$ cat config.mk
export PLATFORM = sky130hd
export DESIGN_NAME = fdiv_iter
export DESIGN_NICKNAME = d
export VERILOG_FILES = /design/src/rtl/fdiv_iter.sv
export SDC_FILE = /design/constraint.sdc
export NUM_CORES = 1
export LEC_CHECK = 0
export ABC_AREA = 1
export CAP_MARGIN = 15
export CORE_AREA = 8 8 201 126
export CTS_CLUSTER_DIAMETER = 50
export DETAILED_ROUTE_END_ITERATION = 12
export DIE_AREA = 0 0 209 134
export GPL_TIMING_DRIVEN = 0
export PLACE_DENSITY = 0.65
export SYNTH_ARGS = -nofsm -noshare
export SYNTH_HDL_FRONTEND = slang
export SYNTH_SLANG_ARGS = --single-unit
$ cat constraint.sdc
create_clock -name clk -period 3.1 [get_ports clk]
set_input_delay 0.775 -clock clk [delete_from_list [all_inputs] [get_ports clk]]
set_output_delay 0.775 -clock clk [all_outputs]
set_load 0.02 [all_outputs]
$ cat src/rtl/fdiv_iter.sv
// fdiv_iter: iterative IEEE-754 single-precision divider.
// One quotient bit per DIV cycle (restoring division of 24-bit significands),
// then a single normalize/round cycle. Denormal inputs flush to zero and
// underflowing results flush to zero; no denormals are ever produced.
// ITER must be at least 26 (1 integer bit, 23 fraction bits, guard, round).
module fdiv_iter #(
  parameter int ITER = 26
) (
  input  logic        clk,
  input  logic        rst,
  input  logic [31:0] x1,
  input  logic [31:0] x2,
  input  logic        valid_in,
  output logic        ready_out,
  output logic [31:0] y,
  output logic        valid_out
);

  localparam int          CW       = $clog2(ITER + 1);
  localparam logic [31:0] QNAN     = 32'h7FC0_0000;
  // Quotient bits below the 26 used for mantissa/guard only feed the sticky bit.
  localparam logic [ITER-1:0] LOW_MASK = ITER'((64'd1 << (ITER - 26)) - 64'd1);

  typedef enum logic [1:0] {IDLE, DIV, NORM, DONE} state_e;

  // Operand class decided at accept time; the divide loop runs regardless so
  // the latency is identical for every class.
  typedef enum logic [1:0] {
    CLS_NORMAL,
    CLS_NAN,
    CLS_ZERO,
    CLS_INF
  } cls_e;

  state_e            state_q, state_d;
  logic [CW-1:0]     iter_q;
  logic              sign_q;
  cls_e              cls_q;
  logic signed [9:0] exp_q;
  logic [24:0]       rem_q;
  logic [23:0]       dvs_q;
  logic [ITER-1:0]   quo_q;
  logic [31:0]       y_q;

  // ---------------------------------------------------------------------------
  // Operand unpacking (evaluated on the accepting edge only)
  // ---------------------------------------------------------------------------
  logic [7:0]        ea, eb;
  logic              hid_a, hid_b;
  logic signed [9:0] exp_in;
  cls_e              cls_in;

  assign ea     = x1[30:23];
  assign eb     = x2[30:23];
  assign hid_a  = (ea != 8'd0);
  assign hid_b  = (eb != 8'd0);
  assign exp_in = signed'({2'b00, ea}) - signed'({2'b00, eb}) + 10'sd127;

  // Classify operands: NaN/inf inputs dominate, then zero dividend, then zero divisor.
  always_comb begin
    // NOTE: every always_comb output gets a default before any branch, so no
    // path can leave it unassigned and infer a latch.
    cls_in = CLS_NORMAL;
    if (ea == 8'hFF || eb == 8'hFF) begin
      cls_in = CLS_NAN;
    end else if (ea == 8'd0) begin
      cls_in = CLS_ZERO;
    end else if (eb == 8'd0) begin
      cls_in = CLS_INF;
    end
  end

  // ---------------------------------------------------------------------------
  // Restoring division step
  // ---------------------------------------------------------------------------
  logic        q_bit;
  logic [23:0] rem_sub;

  // Trial subtract: keep the difference when the divisor fits.
  always_comb begin
    q_bit   = (rem_q >= {1'b0, dvs_q});
    rem_sub = q_bit ? 24'(rem_q - {1'b0, dvs_q}) : 24'(rem_q);
  end

  // ---------------------------------------------------------------------------
  // Normalize, round to nearest even, pack
  // ---------------------------------------------------------------------------
  logic [25:0]       q_top;
  logic              low_sticky;
  logic              rem_nz;
  logic [22:0]       frac_raw;
  logic              guard;
  logic              sticky;
  logic              round_up;
  logic [23:0]       frac_rnd;
  logic signed [9:0] exp_norm;
  logic signed [9:0] exp_fin;
  logic [31:0]       y_calc;

  assign q_top      = quo_q[ITER-1 -: 26];
  assign low_sticky = |(quo_q & LOW_MASK);
  assign rem_nz     = |rem_q;

  // Left-normalize by one bit when the integer quotient bit is clear, then round.
  always_comb begin
    frac_raw = q_top[24:2];
    guard    = q_top[1];
    sticky   = q_top[0] | low_sticky | rem_nz;
    exp_norm = exp_q;
    if (!q_top[25]) begin
      frac_raw = q_top[23:1];
      guard    = q_top[0];
      sticky   = low_sticky | rem_nz;
      exp_norm = exp_q - 10'sd1;
    end
    round_up = guard & (sticky | frac_raw[0]);
    frac_rnd = {1'b0, frac_raw} + 24'(round_up);
    // A carry out of the fraction means the mantissa rolled over to 1.0.
    exp_fin  = exp_norm + (frac_rnd[23] ? 10'sd1 : 10'sd0);
  end

  // Select the packed result from the operand class and the final exponent.
  always_comb begin
    y_calc = {sign_q, exp_fin[7:0], frac_rnd[22:0]};
    case (cls_q)
      CLS_NAN:  y_calc = QNAN;
      CLS_ZERO: y_calc = {sign_q, 31'd0};
      CLS_INF:  y_calc = {sign_q, 8'hFF, 23'd0};
      default: begin
        if (exp_fin >= 10'sd255) begin
          y_calc = {sign_q, 8'hFF, 23'd0};
        end else if (exp_fin <= 10'sd0) begin
          y_calc = {sign_q, 31'd0};
        end
      end
    endcase
  end

  // ---------------------------------------------------------------------------
  // Control FSM
  // ---------------------------------------------------------------------------

  // State register; reset wins over any request in the same cycle.
  always_ff @(posedge clk) begin
    // NOTE: sequential state uses non-blocking assignments so every register
    // samples pre-edge values, independent of block ordering.
    if (rst) begin
      state_q <= IDLE;
    end else begin
      state_q <= state_d;
    end
  end

  // Next-state logic: accept in IDLE, ITER divide cycles, one normalize cycle.
  always_comb begin
    state_d = state_q;
    case (state_q)
      IDLE: if (valid_in) state_d = DIV;
      DIV:  if (iter_q == CW'(ITER - 1)) state_d = NORM;
      NORM: state_d = DONE;
      DONE: state_d = IDLE;
      default: state_d = IDLE;
    endcase
  end

  // ---------------------------------------------------------------------------
  // Datapath registers
  // ---------------------------------------------------------------------------

  // Capture operands on accept, iterate in DIV, publish the result in NORM.
  always_ff @(posedge clk) begin
    if (rst) begin
      iter_q <= '0;
      sign_q <= 1'b0;
      cls_q  <= CLS_NORMAL;
      exp_q  <= '0;
      rem_q  <= '0;
      dvs_q  <= '0;
      quo_q  <= '0;
      y_q    <= '0;
    end else begin
      case (state_q)
        IDLE: begin
          if (valid_in) begin
            iter_q <= '0;
            sign_q <= x1[31] ^ x2[31];
            cls_q  <= cls_in;
            exp_q  <= exp_in;
            rem_q  <= {1'b0, hid_a, x1[22:0]};
            dvs_q  <= {hid_b, x2[22:0]};
            quo_q  <= '0;
          end
        end
        DIV: begin
          rem_q  <= {rem_sub, 1'b0};
          quo_q  <= {quo_q[ITER-2:0], q_bit};
          iter_q <= iter_q + CW'(1);
        end
        NORM: y_q <= y_calc;
        default: ;
      endcase
    end
  end

  assign ready_out = (state_q == IDLE);
  assign valid_out = (state_q == DONE);
  assign y         = y_q;

endmodule

==> run metrics, run 1 <==
DP Worst Slack=-0.8220 ns; Sum Neg Setup Slack=-22.25 ns; min-delay worst type=flip-flop to flip-flop; clk root buf=clkbuf_16; Worst-Margin Slew=0.8777 ns; FF-to-FF path depth=28; CP startpoint=q_top[25]; synth warn=0; vias in the first global route=8951; Post-Syn Nets=1401; largest net degree at the start of global routing=17; Crit. End Element=flip-flop; synthesis-stage register bit count=127; CP dominant cell by count=buf_4; vias=9709; row count=43; setup repair after global routing missed its margin=true; # diodes=0; cell count after synthesis=1289; register clock-pin slew on the reported worst setup and hold paths=0.06 ns; critical path type=flip-flop to flip-flop; # setup viols final=31; final hold slack=0.4619 ns; failing checks=negative setup slack; peak supply drop=0.0005452 V; reg2reg start=q_top[25]; Fillers=2136; later-pin clock latency in the skew report=0.43 ns; Die W=209 um; dominant synthesized flop cell=dfxtp_1; fraction of layout cells with a size suffix above 1=19.46%; nets=1620; Clock Skews=0.01105 ns; area share of and/or/nand/nor cells after synthesis=26.98%; Seq/Total Area, Yosys=28.95%; Sw Share=50.00%; TritonCTS clock tree=built; Sink Count=127; Slew headroom=41.49%; Reg power frac=19.5%; Residual DRC=0; first-pass GRT wire length=50.56 mm; Worst Path Buf+Inv=18; total track usage=22.87%; reg2reg end=y[15]; Area Overhead vs Synth=36.46%; Non-Filler Instances=1813; Max Cap Violations=0; final number of hold-violating endpoints=0; DP Area=10190 um^2; syn avg cell area=6.813 um^2; Routed Wire Length=32.54 mm; 1st-iter DRT viols=998; Pins Over Slew Limit=0; Final GP Congestion=0.9854; Final ANT Viol Nets=0; number of synthesized flops with an enable pin=0; Critical-path top delay cell=dfxtp_4; Starting Density=39.05%; hpwl dp=23.81 mm; PortBufs=99; Async SR Flop Fraction=0%; worst stage delay on the critical path=0.39 ns; DP Cell Count=1680; outcome=complete, but fails checks; CTS H-tree lvls=4; Crit path max-delay family=buffers and inverters; worst endpoint required time=3.46 ns; DR vias/cell=5.355; most frequent cells in the layout=nand2_1, a21oi_1, inv_1; Worst Hold Depth=2; Core Region=22490 um^2; multiplexer share of the synthesized area=0.2280%; fmax=255.0 MHz; CP startpoint kind=flip-flop; worst setup path endpoint=y[15]; gr ovfl total=0; Pleak=4.811 nW; Num CTS Buffers=17; hold_sp=dvs_q[5]; Post-Syn Area=8782 um^2; Internal Power=5.748 mW; largest family of logic cells by synthesized area=simple AND/OR/NAND/NOR gates; Yosys cell types=58; Tcrit/Tclk final=126.5%; DRT Pass-1 Iters=5; Post-Synth XOR/XNOR Area=4.488%; die area=28010 um^2; Net Switching=5.749 mW; Die Y=134 um; pwr/cell area=959.4 nW/um^2; Clock power frac=18.4%; commonest non-fill, non-tap cell in the layout=nand2_1; setup ws final=-0.8214 ns; Compound-Gate Fraction of Synth Area=22.57%; combinational power share=62.0%; adder-cell share of the synthesized area=6.582%; Final min period=3.921 ns; cell count along the critical path=28; num ports=101; CTS Hold Bufs=0; routed length per instance=17.95 um; Layout Cell Area excl Fill=11980 um^2; Arr. time, crit path=4.28 ns; Worst R2R Setup Slack=-0.82 ns; crit-path max FO=5; Clock Tree Buf Depth=2; initial antenna violation count=0
## cell families after synthesis
family                     after synthesis
muxes                                    2
and+or+nand+nor                        511
xor gates and xnor gates                45
DFF                                    127
adders and majority gates               45
AOI/OAI and AO/OA                      360
buffers and inverters                  199
## worst min-delay path, cell delays in order, from the launching register on
cell and delay (ns):
dfxtp_1 0.29, inv_1 0.06, a21oi_1 0.06
## through the flow
stage	total power, mW	utilization [%]
after detailed placement	8.472	45.31
after CTS	11.18	52.68
after global routing	12.23	53.29
after global placement	8.434	45.31
final	11.50	53.29
after floorplan	6.563	-
## sequential cells by signal (all words and copies together) (netlist names), 2 cells and up
register and count:
cls_q 2, dvs_q 24, exp_q 10, iter_q 5, q_top 26, rem_q 25
state_q 2, y 32
## metal layers
layer  track usage [%]  vias up  share of wire (%)
met5                 0        -                  0
met4             6.435        0                1.7
met3             6.966       39                9.7
met2             28.45      427                 36
met1             35.78     4480                 52
li1                  -     4763                  -
## final cells by class
cell class              count  area, um^2  share of cell area, %
plain buffers              51       329.1                  2.746
clock buffers              22       474.2                  3.957
clock inverters            10       135.1                  1.128
inverters                 146       570.5                  4.761
multi-input cells         963        5672                  47.33
flip-flops and latches    127        2546                  21.25
well taps                 292       365.4                  3.049
repair buffers            202        1892                  15.79
## cells in the mapped netlist, drive strengths merged (14+ instances only)
master	instances	area (um^2)
a21oi	199	1064
buf	15	156.4
clkbuf	32	120.1
dfxtp	127	2542
ha	43	538.0
inv	142	543.0
nand2	270	1071
nand3	58	385.4
nand4	31	209.0
nor2	113	466.7
nor3	14	70.07
nor4	14	87.58
o21ai	127	654.4
xnor2	19	166.4
xor2	26	227.7
## how the worst min path moves through the flow
stage	to
after floorplan	dvs_q[15]
after global placement	dvs_q[22]
after detailed placement	dvs_q[11]
after CTS	dvs_q[11]
after global routing	dvs_q[11]
final	dvs_q[5]
## timing repair
item	CTS	global route
setup buffers	95	7
pin swaps	18	37
hold endpoints to repair	0	0
setup endpoints to repair	32	71
gates cloned	4	0
resized for setup	73	33
## power by group through the flow
| stage | Clock, mW | Combinational (mW) | Sequential [mW] |
|---|---|---|---|
| floorplan | 0 | 4.31 | 2.25 |
| global placement | 0 | 6.17 | 2.26 |
| detailed placement | 0 | 6.20 | 2.27 |
| CTS | 2.13 | 6.81 | 2.24 |
| global route | 2.20 | 7.73 | 2.29 |
| finish | 2.12 | 7.13 | 2.25 |
Power figures use the tool's default switching activity.
==> run 2, diff against run 1 <==
- ABC_AREA: 1 -> unset
- CORE_AREA: 8 8 201 126 -> 8 8 194 122
- DIE_AREA: 0 0 209 134 -> 0 0 202 130
==> run 2 against run 1 <==
Net effect:
- the run still ends with negative setup slack left
- via count fell by 14%
- final cell count down 18%
- maximum frequency is 11% lower
- critical endpoint is now y[20]
- highest routed layer unchanged
==> run metrics, run 2 <==
outcome=complete, but fails checks (unchanged); failing checks=negative setup slack (unchanged); Pleak=4.113 nW (was 4.811 nW); post-route core utilization=51.79% (was 53.29%); peak supply drop=0.0006468 V (was 0.0005452 V); crit-path max FO=6 (was 5); CP startpoint kind=flip-flop (unchanged); initial antenna violation count=0 (unchanged); most frequent cells in the layout=dfxtp_1, nor2_1, nand2_1 (was nand2_1, a21oi_1, inv_1); Async SR Flop Fraction=0% (unchanged); later-pin clock latency in the skew report=0.44 ns (was 0.43 ns); PortBufs=100 (was 99); worst stage delay on the critical path=0.43 ns (was 0.39 ns); critical path type=flip-flop to flip-flop (unchanged); Post-Syn Nets=1159 (was 1401); hpwl dp=19.75 mm (was 23.81 mm); # setup viols final=31 (unchanged); Sw Share=45.99% (was 50.00%); worst path cell trace=buf_8 -> mux2_4 -> nand2_4 -> nor4_4 -> buf_4 -> and4b_2 -> and4b_1 -> nor3b_4 -> ha_4 -> ha_4 -> nor3b_4 -> or3b_4 -> mux2i_4 -> xnor2_2 -> a41o_1 -> nor4b_4 -> buf_6 -> clkbuf_16 -> a22o_1; Worst-Margin Slew=1.014 ns (was 0.8777 ns); Residual DRC=0 (unchanged); Starting Density=39.39% (was 39.05%); DRT Pass-1 Iters=5 (unchanged); Critical-path top delay cell=or3b_4 (was dfxtp_4); setup repair after global routing missed its margin=true (unchanged); setup ws final=-1.291 ns (was -0.8214 ns); Arr. time, crit path=4.76 ns (was 4.28 ns); Yosys cell types=64 (was 58); Final GP Congestion=0.9351 (was 0.9854); FF-to-FF path depth=19 (was 28); syn avg cell area=7.778 um^2 (was 6.813 um^2); Final min period=4.391 ns (was 3.921 ns); dominant synthesized flop cell=dfxtp_1 (unchanged); synthesis-stage register bit count=127 (unchanged); dominant cell type by area after synthesis=dfxtp_1 (unchanged); Clock Skews=0.01373 ns (was 0.01105 ns); CTS H-tree lvls=4 (unchanged); top post-synthesis cells by area=dfxtp_1, ha_1, nor2_1 (was dfxtp_1, nand2_1, a21oi_1); fmax=227.7 MHz (was 255.0 MHz); post-synth top area share=31.22% (was 28.95%); fraction of layout cells with a size suffix above 1=11.18% (was 19.46%); Crit path max-delay family=simple AND/OR/NAND/NOR gates (was buffers and inverters); total track usage=19.77% (was 22.87%); clk root buf=clkbuf_16 (unchanged); nets=1298 (was 1620); Net Switching=4.914 mW (was 5.749 mW); count leader, synth=dfxtp_1 (was nand2_1); Sink Count=127 (unchanged); TritonCTS clock tree=built (unchanged); row count=41 (was 43); commonest non-fill, non-tap cell in the layout=dfxtp_1 (was nand2_1); DP Area=9554 um^2 (was 10190 um^2); gr ovfl total=0 (unchanged); Core Region=20670 um^2 (was 22490 um^2); cell count after synthesis=1047 (was 1289); min-delay worst type=flip-flop to flip-flop (unchanged); Layout Cell Area excl Fill=10710 um^2 (was 11980 um^2); Clock Tree Buf Depth=2 (unchanged); worst endpoint required time=3.47 ns (was 3.46 ns); Routed Wire Length=26.78 mm (was 32.54 mm); Slew headroom=32.18% (was 41.49%); Reg power frac=21.4% (was 19.5%); Clock power frac=20.8% (was 18.4%); 1st-iter DRT viols=662 (was 998); synth warn=0 (unchanged); num ports=101 (unchanged); Num CTS Buffers=17 (unchanged); pwr/cell area=998.1 nW/um^2 (was 959.4 nW/um^2); DR vias/cell=5.637 (was 5.355); Pins Over Slew Limit=0 (unchanged); largest net degree at the start of global routing=17 (unchanged); final number of hold-violating endpoints=0 (unchanged); Seq/Total Area, Yosys=31.22% (was 28.95%); Area Overhead vs Synth=31.46% (was 36.46%); Die Y=130 um (was 134 um); die area=26260 um^2 (was 28010 um^2); vias=8331 (was 9709); Post-Syn Area=8144 um^2 (was 8782 um^2); combinational power share=57.8% (was 62.0%); Worst Path Buf+Inv=4 (was 18); Internal Power=5.772 mW (was 5.748 mW); max reg flops=32 (unchanged); Max Cap Violations=0 (unchanged); cell count along the critical path=19 (was 28); Die W=202 um (was 209 um); Tcrit/Tclk final=141.7% (was 126.5%); number of synthesized flops with an enable pin=0 (unchanged); Crit. End Element=flip-flop (unchanged); routed length per instance=18.12 um (was 17.95 um); first-pass GRT wire length=41.98 mm (was 50.56 mm); commonest cells in the netlist=dfxtp_1, nor2_1, nand2_1, a21oi_1, inv_1 (was nand2_1, a21oi_1, inv_1, dfxtp_1, o21ai_0); Worst Hold Depth=2 (unchanged); register clock-pin slew on the reported worst setup and hold paths=0.06 ns (about the same); Final ANT Viol Nets=0 (unchanged); CTS Hold Bufs=0 (unchanged); # diodes=0 (unchanged); vias in the first global route=7785 (was 8951)
run 2: cell count changes in the layout (fill, tap and decap cells not counted), sizes merged, moves of 18 or more:
| cell | change |
|---|---|
| o21ai | -87 |
| a21oi | -118 |
| nand3 | -18 |
| a211oi | +32 |
| inv | -78 |
| a22oi | +27 |
| nand2 | -161 |
| buf | -74 |
| a22o | +23 |
| nand4 | -20 |
run 2: what timing repair did:
action / in CTS / in global routing
cloned: 1 / 2
endpoints found under the setup margin: 59 / 59
gates resized for setup: 40 / 54
setup buffers: 12 / 12
pin swaps: 6 / 30
run 2: routing by layer:
metal	global-route usage (%)	share of wire (%)	vias up
li1	-	-	4061
met1	29.28	51	3910
met2	27.10	39	327
met3	5.767	8.9	33
met4	5.178	1.3	0
met5	0	0	-
run 2: worst register-to-register path: cells and delay by family (launching register included):
| kind | cells | cell delay [ns] |
|---|---|---|
| AND/OR/NAND/NOR | 8 | 1.98 |
| flip-flops | 1 | 0.38 |
| XOR/XNOR | 1 | 0.16 |
| buffers and inverters | 4 | 0.70 |
| multiplexers | 2 | 0.42 |
| adder cells (fa/ha/maj) | 2 | 0.30 |
| AO/OA/AOI/OAI | 2 | 0.38 |
run 2: power groups by stage:
stage               clock network [mW]  logic [mW]  registers (mW)
CTS                               2.24        5.79            2.28
global route                      2.32        6.76            2.33
detailed placement                   0        5.60            2.31
finish                            2.23        6.17            2.29
global placement                     0        5.56            2.30
floorplan                            0        4.14            2.25
run 2: worst paths after layout:
kind / startpoint / end / slack [ns]
max: q_top[25] / y[20] / -1.29
min: dvs_q[10] / dvs_q[10] / 0.45
max reg2reg: q_top[25] / y[20] / -1.29
min reg2reg: dvs_q[10] / dvs_q[10] / 0.45
run 2: final cells by class:
class	count	area, um^2
Fill cell	2001	9967
Multi-Input combinational cell	792	5369
Sequential cell	127	2550
Timing Repair Buffer	127	1261
Clock buffer	18	439.2
Tap cell	279	349.1
Buffer	62	315.3
Inverter	59	221.5
Clock inverter	14	201.4
run 2: kinds of logic (layout without fill, tap and decap cells):
logic type | count (synthesis) | in the layout | share of synthesized area [%]
flip-flops | 127 | 127 | 31.22
multiplexers | 20 | 20 | 2.550
AND/OR/NAND/NOR | 372 | 372 | 22.03
AO/OA/AOI/OAI | 298 | 298 | 24.77
adder cells (fa/ha/maj) | 45 | 45 | 7.098
XOR/XNOR | 57 | 57 | 6.130
buffers and inverters | 128 | 280 | 6.207
run 2: per-stage QoR:
stage               std cells  power [mW]  setup WS (ns)  TNS, ns  hold WS, ns
global placement         1426       7.866         -2.414   -75.16       0.4418
global route             1478       11.40         -1.451   -41.55       0.4709
finish                   1478       10.69         -1.291   -36.31       0.4542
CTS                      1470       10.31         -1.289   -37.11       0.4563
detailed placement       1426       7.912         -2.472   -77.12       0.4478
floorplan                1047       6.399         -1.128   -32.03       0.4319
==> run 3, diff against run 2 <==
- ABC_CLOCK_PERIOD_IN_PS: unset -> 5600
- MAX_ROUTING_LAYER: unset -> met4
- PLACE_DENSITY: 0.65 -> 0.63
- clock period: 3.1 -> 5.6 ns (I/O delays scaled with it)
==> run 3 against run 2 <==
Net effect:
- the flow now finishes without violations
- first-iteration DRC count is 1.8% lower
- die area stayed put
- final area is 4.9% lower
- critical path type unchanged
==> run metrics, run 3 (synthesis results as in run 2) <==
outcome=finished clean (was complete, but fails checks); min-delay worst type=flip-flop to flip-flop (unchanged); Net Switching=2.579 mW (was 4.914 mW); Worst Path Buf+Inv=4 (unchanged); vias in the first global route=7454 (was 7785); DRT Pass-1 Iters=5 (unchanged); worst path cell trace=clkbuf_1 -> mux2_2 -> nand4_1 -> nor4_4 -> and4b_1 -> and4b_1 -> clkbuf_1 -> nor3b_1 -> ha_1 -> ha_1 -> nor3b_2 -> or3b_4 -> mux2i_1 -> xnor2_1 -> a41o_1 -> nor4b_4 -> buf_4 -> buf_6 -> a22o_1 (was buf_8 -> mux2_4 -> nand2_4 -> nor4_4 -> buf_4 -> and4b_2 -> and4b_1 -> nor3b_4 -> ha_4 -> ha_4 -> nor3b_4 -> or3b_4 -> mux2i_4 -> xnor2_2 -> a41o_1 -> nor4b_4 -> buf_6 -> clkbuf_16 -> a22o_1); register clock-pin slew on the reported worst setup and hold paths=0.06 ns (about the same); Arr. time, crit path=5.50 ns (was 4.76 ns); setup ws final=0.4617 ns (was -1.291 ns); Worst-Margin Slew=0.9095 ns (was 1.014 ns); reg2reg end=y[1] (was y[20]); combinational power share=55.8% (was 57.8%); post-route core utilization=49.25% (was 51.79%); Core Region=20670 um^2 (unchanged); gr ovfl total=0 (unchanged); cell count along the critical path=19 (unchanged); max reg flops=32 (unchanged); worst stage delay on the critical path=0.47 ns (was 0.43 ns); pwr/cell area=557.4 nW/um^2 (was 998.1 nW/um^2); Sum Neg Setup Slack=0 ns (was -36.31 ns); Clock power frac=21.8% (was 20.8%); first-pass GRT wire length=40.87 mm (was 41.98 mm); Pleak=3.857 nW (was 4.113 nW); 1st-iter DRT viols=650 (was 662); Worst R2R Setup Slack=0.46 ns (was -1.29 ns); die area=26260 um^2 (unchanged); DR vias/cell=5.515 (was 5.637); reg2reg start=q_top[4] (was q_top[25]); Area Overhead vs Synth=25.03% (was 31.46%); Max Cap Violations=0 (unchanged); routed length per instance=17.50 um (was 18.12 um); CTS H-tree lvls=4 (unchanged); Residual DRC=0 (unchanged); setup repair after global routing missed its margin=false (was true); Reg power frac=22.3% (was 21.4%); PortBufs=100 (unchanged); later-pin clock latency in the skew report=0.43 ns (was 0.44 ns); Die W=202 um (unchanged); hpwl dp=19.58 mm (was 19.75 mm); CP startpoint kind=flip-flop (unchanged); Final ANT Viol Nets=0 (unchanged); TritonCTS clock tree=built (unchanged); initial antenna violation count=0 (unchanged); largest net degree at the start of global routing=17 (unchanged); Final min period=5.138 ns (was 4.391 ns); Pins Over Slew Limit=0 (unchanged); most frequent cells in the layout=dfxtp_1, nor2_1, nand2_1 (unchanged); fraction of layout cells with a size suffix above 1=4.822% (was 11.18%); num ports=101 (unchanged); Crit path max-delay family=simple AND/OR/NAND/NOR gates (unchanged); CP startpoint=q_top[4] (was q_top[25]); Internal Power=3.096 mW (was 5.772 mW); Clock Skews=0.01151 ns (was 0.01373 ns); FF-to-FF path depth=19 (unchanged); Tcrit/Tclk final=91.75% (was 141.7%); Slew headroom=39.14% (was 32.18%); worst setup path endpoint=y[1] (was y[20]); final number of hold-violating endpoints=0 (unchanged); peak supply drop=0.0003304 V (was 0.0006468 V); Starting Density=39.39% (unchanged); Num CTS Buffers=17 (unchanged); Crit. End Element=flip-flop (unchanged); # setup viols final=0 (was 31); total track usage=19.89% (was 19.77%); clk root buf=clkbuf_16 (unchanged); CTS Hold Bufs=0 (unchanged); commonest non-fill, non-tap cell in the layout=dfxtp_1 (unchanged); Critical-path top delay cell=nor4_4 (was or3b_4); # diodes=0 (unchanged); crit-path max FO=10 (was 6); worst endpoint required time=5.96 ns (was 3.47 ns); Sw Share=45.45% (was 45.99%); vias=8058 (was 8331); nets=1281 (was 1298); Fillers=2028 (was 2001); row count=41 (unchanged); Final GP Congestion=0.9421 (was 0.9351); Clock Tree Buf Depth=2 (unchanged); Routed Wire Length=25.57 mm (was 26.78 mm); Die Y=130 um (unchanged); Sink Count=127 (unchanged); fmax=194.6 MHz (was 227.7 MHz); critical path type=flip-flop to flip-flop (unchanged); DP Worst Slack=-0.008201 ns (was -2.472 ns)
[run 3: changes by cell type in the layout (fill, tap and decap cells not counted), sizes merged]
cell,change
buf,-26
clkbuf,+10
clkdlybuf4s50,+4
dlygate4sd2,-3
inv,-3
bufinv,+1
clkinv,+1
dlymetal6s2s,-1
[run 3: area by class of cell]
type	count	area, um^2	share of cell area, %
Sequential cell	127	2542	24.97
Buffer	69	287.8	2.826
Inverter	59	221.5	2.175
Multi-Input combinational cell	792	5105	50.14
Clock inverter	13	210.2	2.064
Timing Repair Buffer	103	1023	10.05
Tap cell	279	349.1	3.428
Clock buffer	19	442.9	4.350
[run 3: repair_timing]
action | CTS | global route
buffers inserted | 0 | 3
cloned | 0 | 0
resized for setup | 1 | 3
pin swaps | 0 | 2
hold endpoints to repair | 0 | 0
setup endpoints to repair | 1 | 26
[run 3: worst reg2reg max path, cell delays in order, from the launching register on]
cell and delay, ns:
dfxtp_1 0.30, clkbuf_1 0.30, mux2_2 0.23, nand4_1 0.29, nor4_4 0.48, and4b_1 0.37, and4b_1 0.21, clkbuf_1 0.25
nor3b_1 0.26, ha_1 0.21, ha_1 0.17, nor3b_2 0.21, or3b_4 0.42, mux2i_1 0.18, xnor2_1 0.14, a41o_1 0.29
nor4b_4 0.27, buf_4 0.20, buf_6 0.16, a22o_1 0.14
[run 3: power groups by stage]
stage               registers (mW)  clock network (mW)  logic, mW
finish                        1.27                1.24       3.17
detailed placement            1.28                   0       3.09
global placement              1.27                   0       3.09
CTS                           1.26                1.26       3.12
floorplan                     1.25                   0       2.29
global route                  1.29                1.30       3.51
[run 3: per-stage QoR]
stage	power [mW]	std cells	instance area (um^2)	hold slack, ns
global route	6.096	1461	10180	0.4720
global placement	4.360	1426	9494	0.4422
floorplan	3.533	1047	8144	0.4319
detailed placement	4.373	1426	9494	0.4463
CTS	5.635	1458	10150	0.4548
finish	5.675	1461	10180	0.4530
[run 3: how the worst min path moves through the flow]
| stage | from | endpoint | cells after the start |
|---|---|---|---|
| finish | dvs_q[10] | dvs_q[10] | 2 |
| global placement | cls_q[1] | cls_q[1] | 2 |
| detailed placement | dvs_q[14] | dvs_q[14] | 2 |
| global route | dvs_q[5] | dvs_q[5] | 2 |
| CTS | dvs_q[14] | dvs_q[14] | 2 |
| floorplan | cls_q[1] | cls_q[1] | 2 |
[run 3: metal layers]
| metal | routed length [um] | track usage (%) | share of wire (%) |
|---|---|---|---|
| met1 | 13790 | 29.86 | 54 |
| met2 | 9852 | 26.21 | 39 |
| met3 | 1587 | 3.936 | 6.2 |
| met4 | 346 | 5.092 | 1.4 |
| met5 | 0 | - | 0 |
